File: src/rtl/ctrl_pkg.sv
// ctrl_pkg
// Shared types and constants for the scripted joypad scheduler.
// - sched_entry_t : one script table entry {frame, btns1, btns0}
// - sched_state_t : scheduler FSM states
// - BTN_*         : bit positions of each button inside a pad byte
// - sat_inc       : frame counter increment that saturates at FRAME_SAT
package ctrl_pkg;

    typedef struct packed {
        logic [15:0] frame;
        logic [7:0]  btns1;
        logic [7:0]  btns0;
    } sched_entry_t;

    localparam int ENTRY_W = $bits(sched_entry_t);

    typedef enum logic [2:0] {
        FETCH,
        LOAD,
        WAIT,
        APPLY,
        DONE
    } sched_state_t;

    // Button bit order, matching the order the pad shifts them out.
    localparam int BTN_A      = 0;
    localparam int BTN_B      = 1;
    localparam int BTN_SELECT = 2;
    localparam int BTN_START  = 3;
    localparam int BTN_UP     = 4;
    localparam int BTN_DOWN   = 5;
    localparam int BTN_LEFT   = 6;
    localparam int BTN_RIGHT  = 7;

    // Number of button reads before the pad starts returning constant 1s.
    localparam logic [3:0] PAD_READS = 4'd8;

    // 16'hFFFF is reserved as the end-of-script marker, so the count stops one short.
    localparam logic [15:0] FRAME_SAT = 16'hFFFE;

    function automatic logic [15:0] sat_inc(input logic [15:0] value);
        return (value == FRAME_SAT) ? value : value + 16'd1;
    endfunction

endpackage

File: src/rtl/pad_shift_port.sv
// pad_shift_port
// One NES controller port: the 4016/4017 latch-and-shift protocol.
// Ports:
//   clk, rst_n : clock, async active-low reset
//   strobe     : shared latch bit; while high the shift register tracks btns
//   rd         : read strobe for this port; a read completes on its falling edge
//   btns       : current button byte (A..Right = bit0..7)
//   data       : serial button bit presented to the CPU, 1 = pressed
module pad_shift_port
    import ctrl_pkg::*;
(
    input  logic       clk,
    input  logic       rst_n,
    input  logic       strobe,
    input  logic       rd,
    input  logic [7:0] btns,
    output logic       data
);

    logic [7:0] sr;
    logic [3:0] cnt;
    logic       rd_q;
    logic       rd_fall;

    assign rd_fall = rd_q & ~rd;

    always_ff @(posedge clk or negedge rst_n) begin
        if (!rst_n) begin
            rd_q <= 1'b0;
        end else begin
            rd_q <= rd;
        end
    end

    // Strobe takes priority over a completing read, so a read that ends
    // while the latch is open is absorbed by the reload rather than shifting.
    // Shifting fills from the top with 1s, which is what real pads return
    // once all eight buttons have been read.
    always_ff @(posedge clk or negedge rst_n) begin
        if (!rst_n) begin
            sr  <= 8'h00;
            cnt <= 4'd0;
        end else if (strobe) begin
            sr  <= btns;
            cnt <= 4'd0;
        end else if (rd_fall) begin
            sr  <= {1'b1, sr[BTN_RIGHT:BTN_B]};
            cnt <= (cnt == PAD_READS) ? cnt : cnt + 4'd1;
        end
    end

    // While latched the pad shows the live A button, not the stored snapshot.
    always_comb begin
        data = sr[BTN_A];
        if (strobe) begin
            data = btns[BTN_A];
        end else if (cnt == PAD_READS) begin
            data = 1'b1;
        end
    end

endmodule

File: src/rtl/ctrl_input_sched.sv
// ctrl_input_sched
// Scripted joypad input scheduler plus the two serial pad ports.
// A table of {frame, btns1, btns0} entries is replayed into both pads,
// each entry taking effect once the vblank count reaches its frame.
// Parameters:
//   DEPTH     : table entries (power of 2, at least 2)
//   END_FRAME : frame value marking the end of the script
//   INIT_DATA : table image, entry i at bits [i*32 +: 32]
// Ports:
//   clk, rst_n : CPU clock, async active-low reset
//   en         : 1 = scheduler may apply entries, 0 = hold in WAIT
//   vblank     : PPU vblank level; rising edge starts a new frame
//   strobe     : shared pad latch ($4016 bit0)
//   rd[1:0]    : per-port read strobes ($4016, $4017)
//   data[1:0]  : per-port serial button bit, 1 = pressed
//   btns0/1    : buttons currently presented to each pad
//   frame_cnt  : vblank rising edges since reset, saturating at 16'hFFFE
//   done       : end of script reached
module ctrl_input_sched
    import ctrl_pkg::*;
#(
    parameter int                       DEPTH     = 64,
    parameter logic [15:0]              END_FRAME = 16'hFFFF,
    parameter logic [DEPTH*ENTRY_W-1:0] INIT_DATA = {DEPTH{END_FRAME, 16'h0000}}
) (
    input  logic        clk,
    input  logic        rst_n,
    input  logic        en,
    input  logic        vblank,
    input  logic        strobe,
    input  logic [1:0]  rd,
    output logic [1:0]  data,
    output logic [7:0]  btns0,
    output logic [7:0]  btns1,
    output logic [15:0] frame_cnt,
    output logic        done
);

    localparam int PTR_W = $clog2(DEPTH);

    sched_state_t state;
    sched_state_t state_nxt;

    sched_entry_t rom [DEPTH];
    sched_entry_t rom_q;
    sched_entry_t entry_q;
    logic [PTR_W-1:0] ptr;

    logic        vblank_q;
    logic        vblank_d;
    logic        vblank_rise;
    logic [15:0] frame_cnt_nxt;

    for (genvar i = 0; i < DEPTH; i++) begin : g_rom
        assign rom[i] = INIT_DATA[i*ENTRY_W +: ENTRY_W];
    end

    // The table is read every cycle at ptr; FETCH exists only to give this
    // registered read its one cycle before LOAD looks at rom_q.
    always_ff @(posedge clk or negedge rst_n) begin
        if (!rst_n) begin
            rom_q <= '0;
        end else begin
            rom_q <= rom[ptr];
        end
    end

    assign vblank_rise   = vblank_q & ~vblank_d;
    assign frame_cnt_nxt = vblank_rise ? sat_inc(frame_cnt) : frame_cnt;

    always_ff @(posedge clk or negedge rst_n) begin
        if (!rst_n) begin
            vblank_q  <= 1'b0;
            vblank_d  <= 1'b0;
            frame_cnt <= 16'd0;
        end else begin
            vblank_q  <= vblank;
            vblank_d  <= vblank_q;
            frame_cnt <= frame_cnt_nxt;
        end
    end

    // WAIT compares against the count as it will be after this edge, so an
    // entry due on the frame that is starting right now is not held back a
    // cycle. Using <= rather than == lets late entries (en was low, or two
    // entries share a frame) apply as soon as the FSM reaches them.
    // Wrapping ptr past the last entry is treated as an end marker.
    always_comb begin
        state_nxt = state;
        case (state)
            FETCH: state_nxt = LOAD;
            LOAD:  state_nxt = (rom_q.frame == END_FRAME) ? DONE : WAIT;
            WAIT: begin
                if (en && (entry_q.frame <= frame_cnt_nxt)) begin
                    state_nxt = APPLY;
                end
            end
            APPLY: state_nxt = (ptr == PTR_W'(DEPTH - 1)) ? DONE : FETCH;
            DONE:  state_nxt = DONE;
            default: state_nxt = FETCH;
        endcase
    end

    always_ff @(posedge clk or negedge rst_n) begin
        if (!rst_n) begin
            state <= FETCH;
        end else begin
            state <= state_nxt;
        end
    end

    always_ff @(posedge clk or negedge rst_n) begin
        if (!rst_n) begin
            entry_q <= '0;
            ptr     <= '0;
            btns0   <= 8'h00;
            btns1   <= 8'h00;
        end else begin
            if (state == LOAD) begin
                entry_q <= rom_q;
            end
            if (state == APPLY) begin
                btns0 <= entry_q.btns0;
                btns1 <= entry_q.btns1;
                ptr   <= ptr + 1'b1;
            end
        end
    end

    assign done = (state == DONE);

    pad_shift_port u_pad0 (
        .clk    (clk),
        .rst_n  (rst_n),
        .strobe (strobe),
        .rd     (rd[0]),
        .btns   (btns0),
        .data   (data[0])
    );

    pad_shift_port u_pad1 (
        .clk    (clk),
        .rst_n  (rst_n),
        .strobe (strobe),
        .rd     (rd[1]),
        .btns   (btns1),
        .data   (data[1])
    );

endmodule

File: config.mk
export PLATFORM = sky130hd
export DESIGN_NAME = ctrl_input_sched
export DESIGN_NICKNAME = d
export VERILOG_FILES = /design/src/rtl/ctrl_pkg.sv /design/src/rtl/pad_shift_port.sv /design/src/rtl/ctrl_input_sched.sv
export SDC_FILE = /design/constraint.sdc
export NUM_CORES = 1
export LEC_CHECK = 0
export ABC_CLOCK_PERIOD_IN_PS = 4000
export CAP_MARGIN = 40
export CORE_UTILIZATION = 50
export CTS_CLUSTER_SIZE = 14
export DETAILED_ROUTE_END_ITERATION = 8
export PLACE_DENSITY = 0.74
export SYNTH_ARGS = -nofsm -noshare
export SYNTH_HDL_FRONTEND = slang
export SYNTH_SLANG_ARGS = --single-unit
export TNS_END_PERCENT = 50
File: constraint.sdc
create_clock -name clk -period 4 [get_ports clk]
set_clock_uncertainty 0.2 [all_clocks]
set_input_delay 0.8 -clock clk [delete_from_list [all_inputs] [get_ports clk]]
set_output_delay 0.8 -clock clk [all_outputs]
set_load 0.02 [all_outputs]
# Word-level counts from Yosys, hierarchy flattened
# Memories as Yosys holds them, arrays and structs flattened. A register that Yosys moved wholly into a read port is not among the register bits.
# Index checks and enable logic that the tools add are counted.
[totals]
elab_cells = 68
in_bits = 7
register_bits = 101
mem_bits_ro = 2048
out_inout_bits = 35
memories = 1
[mem_list]
columns = ["name", "words", "word_bits", "read_ports", "rd_clocked_by_memory_dff", "write_ports", "line", "text"]
rows = [
  ["(no name shown)", 64, 32, 1, 1, 0, "ctrl_input_sched.sv:64", "rom_q <= rom[ptr];"],
]
[op_classes]
n_reduce_logical = 7
eq_ne = 12
mux = 20
magnitude_cmp = 1
n_bitwise = 7
n_addsub = 4
[ops]
columns = ["cell", "n"]
rows = [
  ["$eq 16x16->1 const B", 2],
  ["$mux 16", 2],
  ["$mux 8", 4],
  ["$mux 4", 6],
  ["$add 16x1->16 const B", 1],
  ["$le 16x16->1", 1],
  ["$pmux 3 s5", 1],
  ["$mux 3", 3],
  ["$add 4x1->4 const B", 2],
  ["$eq 4x4->1 const B", 2],
  ["$not 6->7", 1],
  ["$add 6x1->6 const B", 1],
  ["$eq 3x2->1 const B", 2],
  ["$eq 6x6->1 const B", 1],
  ["$ne 2x2->1 const B", 3],
  ["$mux 1", 4],
  ["$reduce_and 2->1", 2],
  ["$reduce_bool 2->1", 2],
  ["$and 1x1->1", 3],
  ["$eq 3x1->1 const B", 1],
  ["$eq 3x3->1 const B", 1],
  ["$logic_not 3->1", 1],
  ["$not 1->1", 3],
  ["$logic_and 1x1->1", 1],
  ["$logic_not 1->1", 1],
]

# Depth between registers and ports, before layout
[logic_depth]
ltp_word = 7
ltp_mapped = 11
ltp_nobuf = 11

# Hierarchy
# A second synthesis with hierarchy kept.
[unflattened]
cells_unflattened = 323
area_unflattened_um2 = 3320.7
[by_module_without_submodules]
columns = ["module", "cells_each", "instances", "area_per_inst_um2", "seq_area_each_um2"]
rows = [
  ["ctrl_input_sched", 197, 1, 2011.9, 725.7],
  ["pad_shift_port", 63, 2, 654.4, 325.3],
]

# Worst setup path after synthesis
# Ideal clock, no wire load.
[synth_timing]
path_type = "register to register"
from = "reg frame_cnt[7]"
to = "reg state[0]"
period_less_slack_ns = 2.878
stages_incl_launch_ff = 10
setup_time_ns = 0.125
t_required_ns = 3.675
t_arrival_ns = 2.553
n_path_buf = 0
path_slack_ns = 1.122
path_cell_list = "dfrtp_1 -> nand3_2 -> nor4_4 -> nor3_1 -> xnor2_1 -> ha_1 -> nand4_1 -> or3_1 -> a21oi_1 -> o31ai_1"
[synth_between]
elab_chain_cells = 6
elab_cells_between_ends = 7
cone_classes = "add/sub (1); order compare (1); eq/ne (2); mux (2); reduce/logical (1)"
[synth_rtl]
columns = ["element", "line", "text"]
rows = [
  ["start: declaration", "ctrl_input_sched.sv:35", "output logic [15:0] frame_cnt,"],
  ["start signal: assignment", "ctrl_input_sched.sv:79", "frame_cnt <= frame_cnt_nxt;"],
  ["$add 16x1->16 / $eq 16x16->1 (equally long branches)", "ctrl_pkg.sv:42", "return (value == FRAME_SAT) ? value : value + 16'd1;"],
  ["$mux 16", "ctrl_pkg.sv:42", ""],
  ["$mux 16 (*)", "ctrl_input_sched.sv:69", "assign frame_cnt_nxt = vblank_rise ? sat_inc(frame_cnt) : frame_cnt;"],
  ["$le 16x16->1 (*)", "ctrl_input_sched.sv:94", "if (en && (entry_q.frame <= frame_cnt_nxt)) begin"],
  ["$logic_and 1x1->1 (*)", "ctrl_input_sched.sv:94", ""],
  ["$ne 2x2->1 (no source line) (*)", "-", ""],
  ["end signal: assignment", "ctrl_input_sched.sv:108", "state <= state_nxt;"],
  ["end: declaration", "ctrl_input_sched.sv:41", "sched_state_t state;"],
]
# Mark *: on every way between the ends. The rest lies on a longest branch, timed or not.
# A chain may end at the register's enable or synchronous reset.

# Worst setup path in the final report
[layout_timing]
from = "in strobe"
to = "out data[1]"
[layout_between]
elab_chain_cells = 1
[layout_rtl]
columns = ["element", "line", "text"]
rows = [
  ["start: declaration", "ctrl_input_sched.sv:30", "input logic strobe,"],
  ["$mux 1", "pad_shift_port.sv:55", "if (strobe) begin"],
  ["end: declaration", "ctrl_input_sched.sv:32", "output logic [1:0] data,"],
]
# No other way between the ends.

==> metrics <==
status=finished clean; post-synth top area cell=dfrtp_1; largest net degree at the start of global routing=25; Vias=2201; Slew HR=0.582; required time worst endpoint=3000 ps; num rows=28; FMAX=0.316 GHz; RR Startpoint=frame_cnt[8]$_DFF_PN0_; TNS Setup=0 ps; first-pass GRT wire length=9360 um; chip width=81.3 um; sw power=582 uW; Max Cap Viol=0; PwrDens=466 nW/um^2; max-slew violation count=0; switching share of power=0.353; nets@finish=369; initial cell density of the core=0.524; Final Hold Fails=0; r2r setup slk=970 ps; Pint=1.06 mW; area grow syn2layout=12.5%; post-CTS setup buffer count=0; vias in the first global route=2027; DRC Markers=0; DRT antenna net count=0; # IOs=42; GRT Resource Usage Total=0.182; Min-Delay Path Class=input pin to async pin; Worst Setup Slack, final=840 ps; WL/cell=12.8 um; Tot Pwr=1.65 mW; worst slew pin tran=623 ps; final-report setup violation count=0; dominant synthesized flop cell=dfrtp_1; Synth top area share=0.438; most common cell in the synthesized netlist=dfrtp_1; Clock power frac=0.235; Synth warnings=0; Synth top cells by count=55 x dfrtp_1, 46 x nand2_1, 23 x ha_1, 22 x a21oi_1, 21 x xnor2_1; sequential share of power=0.444; grt ovf=0; critical path type=input pin to output pin; filler cell count=494; distinct cell type count after synthesis=50; Mean Syn Cell Area=10.0 um^2; crit path time final=3160 ps; hpwl dp=3940 um; fraction of layout cells with a size suffix above 1=0.0794; R2R cell count=9; period utilisation layout=0.790; pre-CTS setup slack=838 ps; core area=5990 um^2; clock transition at the registers of the reported paths=110 ps; Mapped Cells=314; vias per cell=5.30; post-cts resize count=0; Yosys reg bits=55; top cells by area, synth=dfrtp_1 44%, ha_1 9.2%, xnor2_1 5.9%, nand2_1 5.5%, xor2_1 4.7%; Leak Pwr=1.60 nW; Die H=81.3 um; clock sinks=55; Critical Path Fanout Max=11; Final Wtd Congestion=0.781; Port Buffers=25; Hold-fix buffers, CTS=0; RSZ-0062 raised after global routing=false; Syn Std Cell Area=3140 um^2; register area share after synthesis=0.438; CP Launch Type=input pin; Peak VDD IR=0.000272 V; CTS Buffer Depth=2; reg-to-reg endpoint=state[0]$_DFFE_PN0P_; Comb power frac=0.320; H-tree levels=2; worst skew pair latency=310 ps; CP arrival=2160 ps; DIE AREA=6600 um^2; initial drt markers=104; Worst setup EP type=output pin; Post-synth EDFFs=0; ANT cells=0; Async SR Flop Fraction=1.00; total iterations of the first detailed-routing run=4; initial antenna violation count=0; clock root buffer=clkbuf_8; CTS tree=done; total CTS buffers=5; DRT Wirelength=5320 um
==> state kept, by name, summed over array words and instances (netlist names) <==
signal / count
entry_q: 1
ptr: 6
u_pad0.rd_q: 1
frame_cnt: 16
vblank_q: 1
state: 3
u_pad0.sr: 8
u_pad1.rd_q: 1
rom_q: 1
vblank_d: 1
u_pad1.sr: 8
u_pad0.cnt: 4
u_pad1.cnt: 4
==> per-stage QoR <==
stage | hold slack [ps] | instance area (um^2) | cells | util
after CTS | 185 | 3530 | 415 | 0.590
after global placement | 210 | 3400 | 406 | 0.567
after global routing | 201 | 3530 | 415 | 0.590
after floorplan | 181 | 3200 | 329 | -
after detailed placement | 213 | 3420 | 407 | 0.570
final | 181 | 3530 | 415 | 0.590
==> how the worst max path moves through the flow <==
stage                                       from  slack, ps              endpoint
after CTS                                 strobe        840               data[1]
after global routing      frame_cnt[0]$_DFF_PN0_        680  state[0]$_DFFE_PN0P_
final                                     strobe        840               data[1]
after global placement                    strobe        840               data[1]
after detailed placement                  strobe        840               data[1]
after floorplan           frame_cnt[7]$_DFF_PN0_       1120  state[0]$_DFFE_PN0P_
==> placed cells by master (no fill, tap or decap), types with 2 or more instances in the layout <==
| cell type | synthesis | routed |
|---|---|---|
| o21ai_0 | 5 | 5 |
| nor4_2 | 2 | 2 |
| clkbuf_8 | 0 | 5 |
| inv_1 | 12 | 12 |
| nand4b_1 | 2 | 2 |
| a21o_1 | 2 | 2 |
| conb_1 | 2 | 17 |
| ha_1 | 23 | 23 |
| and3_1 | 2 | 2 |
| nand2_1 | 46 | 46 |
| clkdlybuf4s50_1 | 0 | 24 |
| nand2b_1 | 3 | 3 |
| mux2i_1 | 2 | 2 |
| xnor2_1 | 21 | 21 |
| nor3_1 | 5 | 5 |
| buf_4 | 18 | 4 |
| and3b_1 | 2 | 2 |
| or3_1 | 2 | 2 |
| nand3_1 | 2 | 2 |
| a21oi_1 | 22 | 22 |
| nand4_1 | 12 | 12 |
| nor2b_1 | 3 | 3 |
| xor2_1 | 17 | 17 |
| nor2_1 | 20 | 20 |
| dfrtp_1 | 55 | 55 |
==> power by group through the flow <==
stage	clock, mW	combinational (mW)	sequential, mW
2_1_floorplan	0	0.365	0.742
3_3_place_gp	0	0.503	0.737
3_5_place_dp	0	0.530	0.742
4_1_cts	0.401	0.532	0.732
5_1_grt	0.421	0.599	0.750
6_report	0.388	0.527	0.732
==> routing by layer <==
layer  routed length (um)  track usage  vias to the layer above
li1                     -            -                     1094
met1                 2600        0.253                     1058
met2                 2500        0.295                       45
met3                  166       0.0303                        4
met4                   49       0.0482                        0
met5                    0            0                        -
==> kinds of logic (layout without fill, tap and decap cells) <==
group | count (synthesis) | in the layout | share of synthesized area
buffers and inverters | 39 | 50 | 0.0685
adders and majority gates | 23 | 23 | 0.0916
AOI/OAI and AO/OA | 44 | 44 | 0.0944
xor gates and xnor gates | 38 | 38 | 0.106
muxes | 3 | 3 | 0.00996
DFF | 55 | 55 | 0.438
other | 2 | 17 | 0.00239
and+or+nand+nor | 110 | 110 | 0.189
==> critical path, stage by stage <==
cell	delay [ps]
clkdlybuf4s50_1	580
nor2_1	170
clkdlybuf4s50_1	610
==> final cells by class <==
cell class,count,area [um^2],share of cell area
Clock buffer,5,68.8,0.0195
Clock inverter,3,50.0,0.0142
Inverter,12,45.0,0.0127
Multi-Input combinational cell,235,1610,0.454
Sequential cell,55,1380,0.389
Tap cell,75,93.8,0.0265
Timing Repair Buffer,30,295,0.0835
No activity file was read; power rests on OpenSTA's default activity.
